--- src/rtl/stage_fetch.sv ---
// stage_fetch: instruction fetch stage with a 2-entry in-order queue.
//
// Issues one instruction-memory read at a time and queues returned words
// (with their addresses) for decode. Decode can stall, and can redirect the
// fetch stream. A redirect that arrives while a read is still in flight
// parks the target in KILL until that read's ack arrives, then drops the
// returned data.
//
// Handshakes:
//   imem: imem_req/imem_addr are held stable from the cycle imem_req rises
//         until the cycle imem_ack=1. imem_rdata is consumed only in the
//         imem_ack cycle. The ack may come in the same cycle as the request.
//   decode: an instruction transfers on a rising edge where de_valid=1 and
//         de_stall=0. While de_stall=1, de_valid/de_insn/de_pc do not change.
//
// Ports:
//   clk, reset_n          clock; synchronous active-low reset
//   de_stall              decode cannot take the head instruction
//   de_setpc, de_newpc    redirect request and target (low 2 bits ignored)
//   imem_req, imem_addr   read request and word-aligned address
//   imem_ack, imem_rdata  read completion and instruction word
//   de_valid, de_insn,    registered head of the queue
//   de_pc
//   fsm_state             debug view of the FSM: 0 = RUN, 1 = KILL
module stage_fetch #(
    parameter logic [31:0] RESET_PC = 32'h0000_0000
) (
    input  logic        clk,
    input  logic        reset_n,
    input  logic        de_stall,
    input  logic        de_setpc,
    input  logic [31:0] de_newpc,
    output logic        imem_req,
    output logic [31:0] imem_addr,
    input  logic        imem_ack,
    input  logic [31:0] imem_rdata,
    output logic        de_valid,
    output logic [31:0] de_insn,
    output logic [31:0] de_pc,
    output logic        fsm_state
);

    typedef enum logic {
        RUN  = 1'b0,
        KILL = 1'b1
    } state_t;

    state_t      state;
    logic [31:0] fetch_pc;
    logic [31:0] redirect_pc;

    // Second (younger) queue slot; the head slot is de_valid/de_insn/de_pc.
    logic        q1_valid;
    logic [31:0] q1_insn;
    logic [31:0] q1_pc;

    logic [31:0] target;
    logic        push;
    logic        pop;
    logic        newpc_unused;

    assign target       = {de_newpc[31:2], 2'b00};
    assign newpc_unused = ^de_newpc[1:0];

    // In KILL the old request must stay up until its ack. In RUN a request
    // is made whenever there is room. Only a push can fill the queue, and a
    // push needs an ack, so an open request never drops before its ack.
    assign imem_req  = reset_n & ((state == KILL) | ~(de_valid & q1_valid));
    assign imem_addr = fetch_pc;
    assign fsm_state = (state == KILL);

    assign push = imem_req & imem_ack & (state == RUN) & ~de_setpc;
    assign pop  = de_valid & ~de_stall;

    always_ff @(posedge clk) begin
        if (!reset_n) begin
            state       <= RUN;
            fetch_pc    <= RESET_PC;
            redirect_pc <= RESET_PC;
            de_valid    <= 1'b0;
            de_insn     <= 32'h0;
            de_pc       <= 32'h0;
            q1_valid    <= 1'b0;
            q1_insn     <= 32'h0;
            q1_pc       <= 32'h0;
        end else begin
            // Fetch address and FSM.
            case (state)
                RUN: begin
                    if (de_setpc) begin
                        if (imem_req && !imem_ack) begin
                            // The read in flight cannot be withdrawn, so
                            // wait for its ack before using the target.
                            state       <= KILL;
                            redirect_pc <= target;
                        end else begin
                            fetch_pc <= target;
                        end
                    end else if (imem_req && imem_ack) begin
                        fetch_pc <= fetch_pc + 32'd4;
                    end
                end
                KILL: begin
                    if (imem_ack) begin
                        state    <= RUN;
                        fetch_pc <= de_setpc ? target : redirect_pc;
                    end else if (de_setpc) begin
                        redirect_pc <= target;
                    end
                end
                default: state <= RUN;
            endcase

            // Queue. A redirect drops everything younger than a stalled
            // head; an unstalled head is consumed this cycle anyway.
            if (de_setpc) begin
                q1_valid <= 1'b0;
                if (!(de_valid && de_stall)) begin
                    de_valid <= 1'b0;
                end
            end else if (pop) begin
                if (q1_valid) begin
                    de_insn  <= q1_insn;
                    de_pc    <= q1_pc;
                    q1_valid <= push;
                    if (push) begin
                        q1_insn <= imem_rdata;
                        q1_pc   <= imem_addr;
                    end
                end else if (push) begin
                    de_insn <= imem_rdata;
                    de_pc   <= imem_addr;
                end else begin
                    de_valid <= 1'b0;
                end
            end else if (push) begin
                if (de_valid) begin
                    q1_valid <= 1'b1;
                    q1_insn  <= imem_rdata;
                    q1_pc    <= imem_addr;
                end else begin
                    de_valid <= 1'b1;
                    de_insn  <= imem_rdata;
                    de_pc    <= imem_addr;
                end
            end
        end
    end

endmodule

--- config.mk ---
export PLATFORM = sky130hd
export DESIGN_NAME = stage_fetch
export DESIGN_NICKNAME = d
export VERILOG_FILES = /design/src/rtl/stage_fetch.sv
export SDC_FILE = /design/constraint.sdc
export NUM_CORES = 1
export LEC_CHECK = 0
export CORE_ASPECT_RATIO = 1.4
export CORE_MARGIN = 3
export CORE_UTILIZATION = 35
export DETAILED_ROUTE_END_ITERATION = 8
export HOLD_SLACK_MARGIN = 0.05
export PLACE_DENSITY = 0.57
export SYNTH_ARGS = -nofsm -noshare
export SYNTH_HDL_FRONTEND = slang
export SYNTH_SLANG_ARGS = --single-unit
--- constraint.sdc ---
create_clock -name clk -period 2.34 [get_ports clk]
set_input_delay 0.468 -clock clk [delete_from_list [all_inputs] [get_ports clk]]
set_output_delay 0.468 -clock clk [all_outputs]
set_load 0.02 [all_outputs]
==> flow_metrics.env <==
export IMPL_status="completed"
export IMPL_clk_transition_reported_paths_ns=0.07
export IMPL_skew_ns=0.0125
export IMPL_die_area_mm2=0.0268
export IMPL_multi_input_area_mm2=0.00434
export IMPL_slew_viol_final=0
export IMPL_maxCapViolCount=0
export IMPL_hp_start="q1_pc[13]"
export IMPL_drc=0
export IMPL_core_mm2=0.0242
export IMPL_place_congestion=0.777
export IMPL_peakVddDrop_mv=0.483
export IMPL_worstMarginPinSlew_ns=0.648
export IMPL_antenna_cells=0
export IMPL_yosysWarnings=0
export IMPL_synthTopCellsByArea="dfxtp_1, nand2_1, mux2i_1"
export IMPL_ant_nets=0
export IMPL_grt_overflow=0
export IMPL_period_minus_slack_ns=2.15
export IMPL_antenna_found_initial=0
export IMPL_postSynth_asyncResetShare=0
export IMPL_die_h_um=192
export IMPL_setup_ws_ns=0.187
export IMPL_htree_levels=4
export IMPL_crit_arrival_ns=1.69
export IMPL_syn_to_final_growth_pct=31.7
export IMPL_cp_cell_sequence="clkdlybuf4s50_1"
export IMPL_r2r_start="imem_addr[6]"
export IMPL_ys_flop_type="dfxtp_1"
export IMPL_n_fill_cell=2381
export IMPL_die_x_um=139
export IMPL_cts_inserted_buffers=17
export IMPL_crit_required_ns=1.87
export IMPL_critPathKind="reg -> out"
export IMPL_yosysTopAreaCell="dfxtp_1"
export IMPL_final_cell_mix="nand2_1, dfxtp_1, clkdlybuf4s50_1, a21oi_1, nor2_1"
export IMPL_grt_pass1_wl_mm=38.8
export IMPL_clk_insertion_delay_late_ns=0.43
export IMPL_timing_fmax_mhz=464
export IMPL_clock_path_buffers=2
export IMPL_cts_root_buffer="clkbuf_16"
export IMPL_synthCells=1062
export IMPL_syn_area_mm2=0.00869
export IMPL_period_share=0.920
export IMPL_io_pins=168
export IMPL_timing_max_slew_rel_slack=0.568
export IMPL_drive_gt1_frac=0.0890
export IMPL_wl_per_cell_um=15.6
export IMPL_grt_max_degree=137
export IMPL_hold_buffers=0
export IMPL_critical_path_endpoint_type="primary output"
export IMPL_grt_pass1_vias=7177
export IMPL_nNetsFinal=1272
export IMPL_path_max_fanout=10
export IMPL_cts_sinks=195
export IMPL_seq_area_frac_synth=0.449
export IMPL_path_delay_family="buffers and inverters"
export IMPL_synth_edf_count=0
export IMPL_vias=7758
export IMPL_routed_wl_mm=23.7
export IMPL_cts_setup_buffers=0
export IMPL_crit_slowest_cell="clkdlybuf4s50_1"
export IMPL_layout_core_utilization=0.472
export IMPL_synth_nets=1132
export IMPL_power_density_mw_per_mm2=645
export IMPL_ys_ff_latch=195
export IMPL_max_stage_delay_ns=0.68
export IMPL_rows=67
export IMPL_critical_path_buf_inv_count=1
export IMPL_numPortBuffers=165
export IMPL_synth_top_area_frac=0.449
export IMPL_cts_tree="yes"
export IMPL_initial_core_util=0.359
export IMPL_p_leak_nw=4.25
export IMPL_crit_path_start_kind="register"
export IMPL_synthDistinctLibCells=62
export IMPL_drt_first_pass_iters=5
export IMPL_final_common_cell="nand2_1"
export IMPL_setup_viol=0
export IMPL_viasPerCell=5.09
export IMPL_crit_path_start="imem_addr[6]"
export IMPL_grt_total_usage=0.178
export IMPL_synth_avg_cell_area_um2=8.18
export IMPL_hpwl_mm=16.0
export IMPL_finalHoldViolations=0
export IMPL_place_ws_ns=-0.0362
export IMPL_rsz0062_at_grt="no"
export IMPL_hold_path_class="reg -> reg"
export IMPL_drtIter0Drc=600
export IMPL_regArea_mm2=0.00390
registers in the layout, indices dropped and copies added (netlist names):
register / flops
q1_pc: 32
redirect_pc: 32
fsm_state: 1
imem_addr: 32
de_insn: 32
de_pc: 32
q1_valid: 1
de_valid: 1
q1_insn: 32
synth_stat cells (all sizes together) (2+ instances only):
cell type    n
nand2      242
dfxtp      195
a21oi      134
nor2        93
mux2i       69
a211oi      65
clkbuf      52
buf         45
o21ai       33
nand3       14
o211ai      11
nand4       10
nor3        10
a31oi        9
o31a         8
nor2b        5
and3         4
and4         4
nor3b        4
o22ai        4
or2          4
or3          4
a221oi       3
a22o         3
and2         3
inv          3
nand2b       3
o211a        3
o32ai        3
a32oi        2
a41oi        2
nor4         2
o21a         2
or4          2
worst paths after layout:
path | slack (ns) | endpoint | depth (start not counted)
setup / recovery | 0.19 | imem_addr[6] | 1
hold / removal | 0.45 | q1_pc[13] | 2
setup reg to reg | 0.28 | imem_addr[29] | 6
hold reg to reg | 0.45 | q1_pc[13] | 2
cells by family after synthesis:
logic type               count (synthesis)  synth area share
multiplexers                            70            0.0808
flip-flops                             195             0.449
AND/OR/NAND/NOR                        406             0.203
buffers and inverters                  100            0.0553
AO/OA/AOI/OAI                          290             0.210
adder cells (fa/ha/maj)                  1           0.00144
routing by layer:
metal  up-vias  track usage  part of all wire
met3        22       0.0302             0.040
met1      3571        0.239              0.47
met4         0       0.0505             0.014
li1       3982            -                 -
met2       183        0.296              0.48
met5         -            0                 0
cell type report:
type | instances | share of cell area
Clock inverter | 10 | 0.0117
Timing Repair Buffer | 218 | 0.193
Inverter | 3 | 0.00142
Sequential cell | 195 | 0.341
Tap cell | 310 | 0.0339
Multi-Input combinational cell | 767 | 0.379
Clock buffer | 20 | 0.0399
per-stage QoR:
step                std cells  power [mW]  hold WS, ns  setup TNS, ns  area [µm²]
finish                   1523        7.38        0.453              0       11400
global route             1523        7.71        0.467              0       11400
CTS                      1523        7.48        0.455              0       11400
detailed placement       1493        4.48        0.446         -0.201       10800
global placement         1493        4.47        0.441         -0.154       10800
floorplan                1062        4.03        0.436              0        8690
timing repair:
| item | CTS | global route |
|---|---|---|
| endpoints found under the hold margin | 0 | 0 |
| gates resized for setup | 2 | 0 |
| endpoints found under the setup margin | 1 | 0 |
power by group:
group | switching (mW) | total (mW) | internal, mW
Sequential | 0.0907 | 3.50 | 3.41
Clock | 1.27 | 2.99 | 1.72
Combinational | 0.476 | 0.891 | 0.415
Note: power is estimated with default switching activity, not from simulation.
